### config.mk
export PLATFORM = sky130hd
export DESIGN_NAME = match_timer
export DESIGN_NICKNAME = d
export VERILOG_FILES = /design/src/rtl/match_timer.sv
export SDC_FILE = /design/constraint.sdc
export NUM_CORES = 1
export LEC_CHECK = 0
export CORE_UTILIZATION = 50
export CTS_CLUSTER_DIAMETER = 50
export DETAILED_ROUTE_END_ITERATION = 12
export DONT_BUFFER_PORTS = 1
export SETUP_SLACK_MARGIN = 0.15
export SLEW_MARGIN = 20
export SYNTH_ARGS = -nofsm -noshare
export SYNTH_HDL_FRONTEND = slang
export SYNTH_SLANG_ARGS = --single-unit
### constraint.sdc
create_clock -name clk_26 -period 2.32 [get_ports clk_26]
set_input_delay 0.696 -clock clk_26 [delete_from_list [all_inputs] [get_ports clk_26]]
set_output_delay 0.696 -clock clk_26 [all_outputs]
set_load 0.01 [all_outputs]
### src/rtl/match_timer.sv
// match_timer: match countdown clock on the slow clk_26 tick domain.
// Loads a clamped match length while idle, counts down once per tick while
// the game runs, and sequences the game-over hold before reporting done.
//
// Ports:
//   clk_26      slow tick clock
//   reset       asynchronous, active-high
//   run         level from clk domain, high while the main state is game
//   pause       level from clk domain, freezes the countdown
//   game_over   level from clk domain, score-based end of match
//   load_value  requested match length in seconds (sampled only in IDLE)
//   seconds     remaining seconds
//   sec_tens    BCD tens digit of seconds
//   sec_ones    BCD ones digit of seconds
//   expired     level, countdown reached 0
//   warn        level, running with 0 < seconds <= WARN_SECONDS
//   hold_done   one-tick pulse, game-over hold finished
//   state       0 IDLE, 1 COUNT, 2 HOLD, 3 DONE
module match_timer #(
  parameter int unsigned INIT_SECONDS = 60,
  parameter int unsigned MIN_SECONDS  = 10,
  parameter int unsigned MAX_SECONDS  = 99,
  parameter int unsigned WARN_SECONDS = 10,
  parameter int unsigned HOLD_TICKS   = 3
) (
  input  logic       clk_26,
  input  logic       reset,
  input  logic       run,
  input  logic       pause,
  input  logic       game_over,
  input  logic [6:0] load_value,
  output logic [6:0] seconds,
  output logic [3:0] sec_tens,
  output logic [3:0] sec_ones,
  output logic       expired,
  output logic       warn,
  output logic       hold_done,
  output logic [1:0] state
);

  localparam int unsigned CW = (HOLD_TICKS > 1) ? $clog2(HOLD_TICKS) : 1;

  localparam logic [6:0]    INIT_V    = 7'(INIT_SECONDS);
  localparam logic [6:0]    MIN_V     = 7'(MIN_SECONDS);
  localparam logic [6:0]    MAX_V     = 7'(MAX_SECONDS);
  localparam logic [6:0]    WARN_V    = 7'(WARN_SECONDS);
  localparam logic [3:0]    INIT_TENS = 4'(INIT_SECONDS / 10);
  localparam logic [3:0]    INIT_ONES = 4'(INIT_SECONDS % 10);
  localparam logic [CW-1:0] HOLD_LAST = CW'(HOLD_TICKS - 1);

  typedef enum logic [1:0] {
    S_IDLE  = 2'd0,
    S_COUNT = 2'd1,
    S_HOLD  = 2'd2,
    S_DONE  = 2'd3
  } state_t;

  state_t st, st_nx;

  logic run_m, run_s;
  logic pause_m, pause_s;
  logic over_m, over_s;

  logic [CW-1:0] hold_cnt, hold_cnt_nx;
  logic [6:0]    sec_nx;
  logic [3:0]    tens_nx, ones_nx;
  logic          expired_nx, warn_nx, hold_done_nx;

  logic [6:0]    eff;
  logic [3:0]    eff_tens, eff_ones;

  assign state = st;

  // Two-flop synchronisers for the clk-domain control levels.
  always_ff @(posedge clk_26 or posedge reset) begin
    if (reset) begin
      run_m   <= 1'b0;
      run_s   <= 1'b0;
      pause_m <= 1'b0;
      pause_s <= 1'b0;
      over_m  <= 1'b0;
      over_s  <= 1'b0;
    end else begin
      run_m   <= run;
      run_s   <= run_m;
      pause_m <= pause;
      pause_s <= pause_m;
      over_m  <= game_over;
      over_s  <= over_m;
    end
  end

  always_ff @(posedge clk_26 or posedge reset) begin
    if (reset) begin
      st        <= S_IDLE;
      seconds   <= INIT_V;
      sec_tens  <= INIT_TENS;
      sec_ones  <= INIT_ONES;
      expired   <= 1'b0;
      warn      <= 1'b0;
      hold_done <= 1'b0;
      hold_cnt  <= '0;
    end else begin
      st        <= st_nx;
      seconds   <= sec_nx;
      sec_tens  <= tens_nx;
      sec_ones  <= ones_nx;
      expired   <= expired_nx;
      warn      <= warn_nx;
      hold_done <= hold_done_nx;
      hold_cnt  <= hold_cnt_nx;
    end
  end

  always_comb begin
    // Out-of-range requests fall back to the default match length.
    eff      = (load_value < MIN_V || load_value > MAX_V) ? INIT_V : load_value;
    eff_tens = 4'(eff / 7'd10);
    eff_ones = 4'(eff % 7'd10);

    st_nx        = st;
    sec_nx       = seconds;
    tens_nx      = sec_tens;
    ones_nx      = sec_ones;
    expired_nx   = expired;
    hold_cnt_nx  = hold_cnt;
    hold_done_nx = 1'b0;

    case (st)
      S_IDLE: begin
        sec_nx      = eff;
        tens_nx     = eff_tens;
        ones_nx     = eff_ones;
        expired_nx  = 1'b0;
        hold_cnt_nx = '0;
        if (run_s) st_nx = S_COUNT;
      end
      S_COUNT: begin
        if (!run_s) begin
          st_nx = S_IDLE;
        end else if (over_s) begin
          // game_over outranks the final decrement: seconds stays put.
          st_nx       = S_HOLD;
          hold_cnt_nx = '0;
        end else if (pause_s) begin
          st_nx = S_COUNT;
        end else if (seconds != 7'd0) begin
          sec_nx = seconds - 7'd1;
          if (sec_ones == 4'd0) begin
            ones_nx = 4'd9;
            tens_nx = sec_tens - 4'd1;
          end else begin
            ones_nx = sec_ones - 4'd1;
          end
          if (seconds == 7'd1) begin
            expired_nx  = 1'b1;
            st_nx       = S_HOLD;
            hold_cnt_nx = '0;
          end
        end
      end
      S_HOLD: begin
        if (!run_s) begin
          st_nx = S_IDLE;
        end else if (hold_cnt == HOLD_LAST) begin
          st_nx        = S_DONE;
          hold_done_nx = 1'b1;
        end else begin
          hold_cnt_nx = hold_cnt + 1'b1;
        end
      end
      S_DONE: begin
        if (!run_s) st_nx = S_IDLE;
      end
    endcase

    warn_nx = (st_nx == S_COUNT) && (sec_nx != 7'd0) && (sec_nx <= WARN_V);
  end

endmodule

==> out/results.tsv <==
metric	value	unit
dp_cells	337	
initial_core_util	52.3	%
skew	0.00321	ns
ys_types	62	
critPathMaxFanout	6	
yosys.area.top_type	dfrtp_1	
yosysSeqAreaShare	33.8	%
antenna_left	0	
drc	0	
h-tree-depth	1	
drive_gt1_share	44.3	%
maxSlewHeadroom	59.5	%
netlist_area	2090	um^2
area.growth.synth_to_final	43.4	%
nNetsFinal	331	
synth_edf_count	0	
peakVddDrop	0.000424	V
synthTopCellsByCount	dfrtp_1, nor2_1, nand2_1	
synth_adder_area_share	5.38	%
place_hpwl	4750	um
violations	setup timing	
cts-root-buf	clkbuf_8	
holdWs	0.354	ns
synth_compound_area_share	30.2	%
place_ws	-1.72	ns
cts.hold.buffers_added	0	
die_h	66.7	um
drtIter0Drc	155	
routed_via_density	6.65	
maxCapViolCount	0	
synth_top_family_by_area	compound AO/OA/AOI/OAI gates	
placed_area	2540	um^2
setup_viol	6	
fin_cells	359	
vias	2388	
clock.fmax	284	MHz
antennaDiodeCount	0	
crit_path_end_kind	flop	
synth_mux_area_share	2.45	%
antenna_found_initial	0	
cts.sinks	28	
fin_area	3000	um^2
fp.dieArea	4450	um^2
drv_slew	0	
min_period	3.52	ns
syn-num-nets	267	
overflow	0	
clk_latency	0.28	ns
synth_xor_xnor_area_share	0.837	%
status	finished with violations	
grt.total_usage	31.9	%
syn_avg_cell_area	8.51	um^2
grt_pass1_vias	2217	
clock_path_buffers	2	
numCtsBuffers	3	
synth_ff_type	dfrtp_1	
clk_transition_reported_paths	0.10	ns
hold_viol	0	
synthSimpleGateAreaFrac	22.3	%
netlist_instances	246	
gp_congestion	0.900	
worstPathRequired	2.52	ns
arrival	3.72	ns
synth_top_cells_by_area	dfrtp_1, dfstp_2, ha_1	
fin_crit_sh	152	%
ys_ff_latch	28	
synthArstFlopShare	100	%
crit_type	primary input to flop	
p_per_area	698	nW/um^2
synth_top_area_share	26.3	%
placeableCoreArea	4000	um^2
final.setup.worst_slack	-1.20	ns
rows	23	
io_pins	32	
wl	7160	um
hold_path.class	primary input to async pin	
worst_pin_slew	0.600	ns
io_buffers	0	
worstSetupStartpointType	primary input	
p_leak	1.27	nW
r2r_slack	0.12	ns
wl_per_cell	20.0	um
rsz0062_at_grt	true	
cts_tree	yes	
total_power	2.10	mW
grt_pass1_wl	10400	um
ys_warn_count	0	
firstDrtPassIters	5	
grt_max_degree	29	
die_w	66.7	um
sequential cells by signal, indices dropped and copies added (netlist names):
name,count
seconds,7
sec_ones,4
sec_tens,4
hold_cnt,2
state,2
expired,1
hold_done,1
over_m,1
over_s,1
pause_m,1
pause_s,1
run_m,1
run_s,1
warn,1
cell type report:
class	instances	area, um^2
Clock buffer	3	41.3
Clock inverter	1	30.0
Fill cell	278	998
Inverter	17	63.8
Multi-Input combinational cell	193	1550
Sequential cell	28	708
Tap cell	50	62.6
Timing Repair Buffer	67	542
cell families (layout without fill, tap and decap cells):
| kind of cell | after synthesis | after routing |
|---|---|---|
| flip-flops | 28 | 28 |
| XOR/XNOR | 2 | 2 |
| adder cells (fa/ha/maj) | 9 | 9 |
| buffers and inverters | 25 | 88 |
| multiplexers | 5 | 5 |
| AO/OA/AOI/OAI | 86 | 86 |
| AND/OR/NAND/NOR | 91 | 91 |
what timing repair did:
action / in CTS / in global routing
endpoints found under the setup margin: 6 / 8
gates cloned: 0 / 0
gates resized for setup: 29 / 30
pin swaps: 19 / 17
buffers inserted: 7 / 11
worst max-delay path: stages:
cell and delay (ns):
nor2_4 0.10, nor2_2 0.04, nor3_2 0.23, inv_2 0.09, ha_4 0.17, or2_4 0.22, a211oi_2 0.20, o31a_1 0.23
xnor2_2 0.16, ha_2 0.24, o21ai_2 0.08, nand2_2 0.11, a21boi_4 0.07, xnor2_2 0.16, ha_4 0.20, a21oi_4 0.17
mux2i_4 0.10, a311o_1 0.27, o211ai_1 0.17
where the power goes:
group          switching [mW]  leakage, nW  internal [mW]
clock network           0.159       0.0357          0.231
registers               0.141        0.338          0.599
logic                   0.500        0.892          0.465
routing by layer:
metal	global-route usage [%]	vias to the layer above	wire, um	share of wire (%)
met5	0	-	0	0
li1	-	1048	-	-
met4	14.1	0	335	4.7
met3	4.28	48	448	6.3
met2	58.5	142	3760	52
met1	36.4	1150	2620	37
path summary, 6_finish.rpt:
kind,start,to,cells past startpoint
setup / recovery,load_value[2],sec_ones[2]$_DFFE_PP0P_,19
hold / removal,reset,run_m$_DFF_PP0_,2
setup reg to reg,pause_s$_DFF_PP0_,warn$_DFF_PP0_,7
hold reg to reg,over_m$_DFF_PP0_,over_s$_DFF_PP0_,0
max in group asynchronous,reset,sec_tens[2]$_DFFE_PP1P_,2
min in group clk_26,over_m$_DFF_PP0_,over_s$_DFF_PP0_,0
through the flow:
step / TNS [ns] / utilization, %
floorplan: -8.82 / -
global placement: -6.82 / 63.6
detailed placement: -7.95 / 63.6
CTS: -4.33 / 69.7
global route: -6.38 / 75.0
finish: -5.40 / 75.0
layout by cell type, fill, tap and decap left out, types with 4 or more instances in the layout:
master	count
ha_1	4
buf_4	59
nor2_1	16
inv_1	13
a22o_1	7
a31oi_1	5
nor3_1	8
o21ai_2	6
nor2_4	4
dfstp_2	6
buf_6	7
a21oi_1	12
inv_2	4
or3_1	4
dfrtp_1	22
nand3_1	5
o21ai_0	9
nand2_1	19
o21a_1	4
(Power assumes the default switching activity.)
